<file path="config.mk">
export PLATFORM = sky130hd
export DESIGN_NAME = ysyx_23060208_trap_ctrl
export DESIGN_NICKNAME = d
export VERILOG_FILES = /design/src/rtl/ysyx_23060208_trap_ctrl.sv
export SDC_FILE = /design/constraint.sdc
export NUM_CORES = 1
export LEC_CHECK = 0
export ABC_AREA = 1
export BUFFER_PORTS_ARGS = -buffer_cell sky130_fd_sc_hd__buf_2
export CAP_MARGIN = 30
export CORE_MARGIN = 1.5
export CORE_UTILIZATION = 42
export DETAILED_ROUTE_END_ITERATION = 10
export GPL_ROUTABILITY_DRIVEN = 0
export HOLD_SLACK_MARGIN = 0.06
export PLACE_DENSITY = 0.77
export SLEW_MARGIN = 0
export SYNTH_ARGS = -nofsm -noshare
export SYNTH_HDL_FRONTEND = slang
export SYNTH_SLANG_ARGS = --single-unit
</file>
<file path="constraint.sdc">
create_clock -name clk -period 1.3 [get_ports clk]
set_input_delay 0.13 -clock clk [delete_from_list [all_inputs] [get_ports clk]]
set_output_delay 0.13 -clock clk [all_outputs]
set_load 0.01 [all_outputs]
</file>
<file path="src/rtl/ysyx_23060208_trap_ctrl.sv">
// ysyx_23060208_trap_ctrl: sequences ecall/mret through the CSR file
// (mepc, mcause, mstatus, mtvec) and then redirects IFU to the trap target.
// Optional feature macro: TRAP_CTRL_MTVEC_VECTORED_EN -- when defined,
// interrupts with mtvec.MODE==01 jump to base + 4*cause.
//
// Handshakes: a transfer happens on a rising edge where valid && ready are
// both high. The producer holds valid and payload stable until that edge;
// the consumer may raise or drop ready freely. Here req_ready is high only in
// IDLE, and redir_valid/redir_pc are held until redir_ready is seen.
module ysyx_23060208_trap_ctrl #(
  parameter int                    DATA_WIDTH    = 32,
  parameter logic [DATA_WIDTH-1:0] CAUSE_ECALL_M = DATA_WIDTH'(11)
) (
  input  logic                  clk,
  input  logic                  rst,
  input  logic                  req_valid,
  output logic                  req_ready,
  input  logic [1:0]            req_type,
  input  logic [DATA_WIDTH-1:0] req_pc,
  input  logic [DATA_WIDTH-1:0] req_cause,
  output logic [11:0]           csr_raddr,
  input  logic [DATA_WIDTH-1:0] csr_rdata,
  output logic [11:0]           csr_waddr,
  output logic [DATA_WIDTH-1:0] csr_wdata,
  output logic [11:0]           csr_waddr2,
  output logic [DATA_WIDTH-1:0] csr_wdata2,
  output logic                  redir_valid,
  input  logic                  redir_ready,
  output logic [DATA_WIDTH-1:0] redir_pc,
  output logic                  busy,
  output logic                  err
);

  // 12'h000 is the "no CSR" address driven whenever a port is idle.
  localparam logic [11:0] CSR_NONE    = 12'h000;
  localparam logic [11:0] CSR_MSTATUS = 12'h300;
  localparam logic [11:0] CSR_MTVEC   = 12'h305;
  localparam logic [11:0] CSR_MEPC    = 12'h341;
  localparam logic [11:0] CSR_MCAUSE  = 12'h342;

  typedef enum logic [2:0] {
    IDLE, E_EPC, E_STAT, E_TVEC, M_STAT, M_EPC, REDIR
  } state_t;

  state_t                state_q, state_d;
  logic [DATA_WIDTH-1:0] pc_q, cause_q, target_q, target_d;
  logic                  err_q;
  logic                  accept, illegal;
  logic [DATA_WIDTH-1:0] tvec_base, tvec_target;

  // mtvec.MODE bits are never part of the base address.
  assign tvec_base = {csr_rdata[DATA_WIDTH-1:2], 2'b00};

`ifdef TRAP_CTRL_MTVEC_VECTORED_EN
  // Vectored mode: interrupts land at base + 4*cause (interrupt bit dropped).
  assign tvec_target = (csr_rdata[1:0] == 2'b01 && cause_q[DATA_WIDTH-1])
                     ? tvec_base + {cause_q[DATA_WIDTH-3:0], 2'b00}
                     : tvec_base;
`else
  assign tvec_target = tvec_base;
`endif

  assign busy = (state_q != IDLE);
  assign err  = err_q;

  // State register; async reset drops any trap or redirect in flight.
  always_ff @(posedge clk or negedge rst) begin
    if (!rst) state_q <= IDLE;
    else      state_q <= state_d;
  end

  // Latched request fields, redirect target and the registered err pulse.
  always_ff @(posedge clk or negedge rst) begin
    if (!rst) begin
      pc_q     <= '0;
      cause_q  <= '0;
      target_q <= '0;
      err_q    <= 1'b0;
    end else begin
      if (accept) begin
        pc_q    <= req_pc;
        cause_q <= (req_cause == '0) ? CAUSE_ECALL_M : req_cause;
      end
      target_q <= target_d;
      err_q    <= illegal;
    end
  end

  // Next-state and per-state CSR port / redirect drive.
  always_comb begin
    state_d     = state_q;
    target_d    = target_q;
    accept      = 1'b0;
    illegal     = 1'b0;
    req_ready   = 1'b0;
    csr_raddr   = CSR_NONE;
    csr_waddr   = CSR_NONE;
    csr_wdata   = '0;
    csr_waddr2  = CSR_NONE;
    csr_wdata2  = '0;
    redir_valid = 1'b0;
    redir_pc    = '0;
    unique case (state_q)
      IDLE: begin
        req_ready = 1'b1;
        if (req_valid) begin
          accept = 1'b1;
          case (req_type)
            2'b01:   state_d = E_EPC;
            2'b10:   state_d = M_STAT;
            default: illegal = 1'b1;
          endcase
        end
      end
      E_EPC: begin
        csr_waddr  = CSR_MEPC;
        csr_wdata  = pc_q;
        csr_waddr2 = CSR_MCAUSE;
        csr_wdata2 = cause_q;
        state_d    = E_STAT;
      end
      E_STAT: begin
        // Trap entry: MPIE <- MIE, MIE <- 0, MPP <- M.
        csr_raddr       = CSR_MSTATUS;
        csr_waddr       = CSR_MSTATUS;
        csr_wdata       = csr_rdata;
        csr_wdata[7]    = csr_rdata[3];
        csr_wdata[3]    = 1'b0;
        csr_wdata[12:11] = 2'b11;
        state_d         = E_TVEC;
      end
      E_TVEC: begin
        csr_raddr = CSR_MTVEC;
        target_d  = tvec_target;
        state_d   = REDIR;
      end
      M_STAT: begin
        // Trap return: MIE <- MPIE, MPIE <- 1, MPP stays M.
        csr_raddr       = CSR_MSTATUS;
        csr_waddr       = CSR_MSTATUS;
        csr_wdata       = csr_rdata;
        csr_wdata[3]    = csr_rdata[7];
        csr_wdata[7]    = 1'b1;
        csr_wdata[12:11] = 2'b11;
        state_d         = M_EPC;
      end
      M_EPC: begin
        csr_raddr = CSR_MEPC;
        target_d  = csr_rdata;
        state_d   = REDIR;
      end
      REDIR: begin
        redir_valid = 1'b1;
        redir_pc    = target_q;
        if (redir_ready) state_d = IDLE;
      end
      default: state_d = IDLE;
    endcase
  end

endmodule

</file>
==> qor.txt <==
Vias/cell = 5.484
most used cell, CP = buf_12
first-pass GRT wire length = 30480 um
register area = 0.002506 mm2
sequential area share after synthesis = 50.37%
via count = 6345
I/O pins = 238
Final period util = 144.5%
Max-cap violations = 0
total power = 23010 uW
ANT nets after route = 0
status = complete, but fails checks
initial antenna violation count = 0
Fill cells = 497
Worst path slowest cell = dfrtp_2
Rows = 39
layout cell share with drive strength beyond 1 = 50.00%
Leak Pwr = 0.005113 uW
slowest stage delay, CP = 0.46 ns
largest net degree at the start of global routing = 53
Area Overhead vs Synth = 99.75%
htree depth = 3
Final WS setup = -0.5787 ns
Crit Path Class = reg -> out
max-slew violation count = 0
Tmin final = 1.879 ns
grt total ovfl = 0
Sinks on Clock Net = 100
vias in the first global route = 5852
Final nets = 1113
TritonCTS clock tree = built
Worst-Skew Late Latency = 0.34 ns
Critical Path Sink Type = primary output
Critical Path RT = 1.17 ns
CP max FO = 6
GRT Total Usage = 31.21%
synthesized area per cell = 7.837 um2
Max clock buf depth = 2
RR Startpoint = state_q[0]
Clock Skew = 0.007648 ns
Initial Utilization = 43.33%
Routed WL = 25740 um
fmax = 532.3 MHz
Min-Delay Path Class = in -> reg
CP cell instances = buf_6, nor2_4, buf_12, inv_8, buf_12, nor2_1, buf_2
pwr dens = 2318 mW/mm2
First DRT Iteration DRCs = 657
Detailed Routing Iterations Pass 1 = 5
Top delay family on crit path = buffers and inverters
maximum VDD drop = 1.548 mV
yosys synthesis warning count = 0
sum of buffers and inverters on the critical path = 5
PortBufs = 214
Ant. Diodes = 0
clock transition at the registers of the reported paths = 0.07 ns
post-detail-place hpwl = 10230 um
RSZ-0062 raised after global routing = true
Post-route DRC = 0
startpoint types = register
post-synthesis register bit count = 100
post-synth cell types = 30
WL/cell = 22.25 um
Final Hold Fails = 0
TritonCTS buffer count = 9
Setup TNS = -83.07 ns
die area = 0.01249 mm2
Post-Syn Area = 0.004969 mm2
crit path DAT = 1.75 ns
CTS root buffer = clkbuf_16
failing checks = negative setup slack
Crit. Startpoint = state_q[2]
Die W = 111.8 um
hold path start = csr_rdata[28]
core box area = 0.01147 mm2
# setup viols final = 212
Die Y = 111.8 um
area occupied by multi-input gates = 0.002668 mm2
Post-Syn Instances = 634
area by class of cell:
type / count / area share [%]
clock buffers: 9 / 2.269
clock inverters: 7 / 1.223
inverters: 82 / 3.429
multi-input cells: 414 / 26.88
flip-flops and latches: 100 / 25.25
well taps: 143 / 1.803
repair buffers: 402 / 39.15
layer usage:
layer  GRT usage [%]  share of wire [%]  vias to the layer above
met5               0                  0                        -
met4           13.33                6.9                        0
met3           7.621                9.3                      147
met2           55.33                 50                      531
met1           35.89                 34                     3009
li1                -                  -                     2658
repair_timing:
action / in CTS / in global routing
setup buffers: 20 / 18
endpoints found under the setup margin: 211 / 211
endpoints found under the hold margin: 189 / 0
hold buffers: 90 / 0
pin swaps: 9 / 10
resized for setup: 143 / 209
cloned: 12 / 17
Yosys cell counts (all sizes together):
library cell	n	area (um2)
ha	2	25.02
a32o	1	10.01
buf	56	369.1
a22o	26	227.7
nand3b	1	7.510
nand3	5	25.02
nor3	2	15.01
or2	4	25.02
o22ai	2	12.51
o21ai	63	326.6
dfrtp	100	2502
conb	1	3.750
clkinv	1	5.000
a21oi	2	10.01
clkbuf	4	15.01
nor2	97	374.1
inv	81	304.0
nand2	186	710.7
cell usage in the layout (no fill, tap or decap), types with 3 or more instances in the layout:
cell and n:
buf_12 24, nor2_2 22, dlygate4sd3_1 90, inv_1 74
nand2_4 25, nand2_1 121, clkbuf_16 21, dfrtp_1 97
bufinv_16 3, o21ai_1 32, buf_4 27, a22o_1 26
o21ai_2 29, buf_6 73, dfrtp_2 3, nor2_4 42
buf_2 161, conb_1 23, inv_4 3, buf_8 4
nand2_2 39, buf_16 9, nor2_1 33
kinds of logic (layout without fill, tap and decap cells):
logic type | after synthesis | in the layout | synth area share, %
AOI/OAI and AO/OA | 94 | 94 | 11.81
adders and majority gates | 2 | 2 | 0.5036
buffers and inverters | 142 | 500 | 13.95
DFF | 100 | 100 | 50.37
other | 1 | 23 | 0.07548
and+or+nand+nor | 295 | 295 | 23.29
through the flow:
step | setup slack, ns | instances | cell area, um2 | util [%] | hold WS, ns
floorplan | -0.06781 | 656 | 5265 | - | -0.1656
global placement | -0.2279 | 986 | 6504 | 56.72 | -0.04232
detailed placement | -0.2551 | 986 | 6504 | 56.72 | -0.04365
CTS | -0.5270 | 1124 | 8650 | 75.43 | 0.06308
global route | -0.6199 | 1157 | 9925 | 86.55 | 0.07340
finish | -0.5787 | 1157 | 9925 | 86.55 | 0.08384
flip-flops by register name, summed over array words and instances, names as in the netlist:
name	count
pc_q	32
state_q	3
target_q	32
cause_q	32
err	1
power breakdown:
group	total, uW	internal (uW)	switching (uW)	leakage [uW]
sequential	5430	4600	821	0.00123
combinational	14400	6780	7640	0.00371
clock	3160	1900	1260	0.000170
total	23000	13300	9720	0.00511
worst paths after layout:
kind	endpoint	slack (ns)	cells after the start
max	csr_wdata2[28]	-0.58	7
min	target_q[28]	0.08	3
max reg2reg	cause_q[0]	-0.48	9
min reg2reg	pc_q[20]	0.49	2
max in group asynchronous	state_q[0]	0.63	3
min in group asynchronous	target_q[2]	0.16	2
worst min-delay path, cell delays in order:
cell and delay [ns]:
buf_2 0.14, nand2_4 0.06, o21ai_2 0.05
No activity file was read; power rests on OpenSTA's default activity.
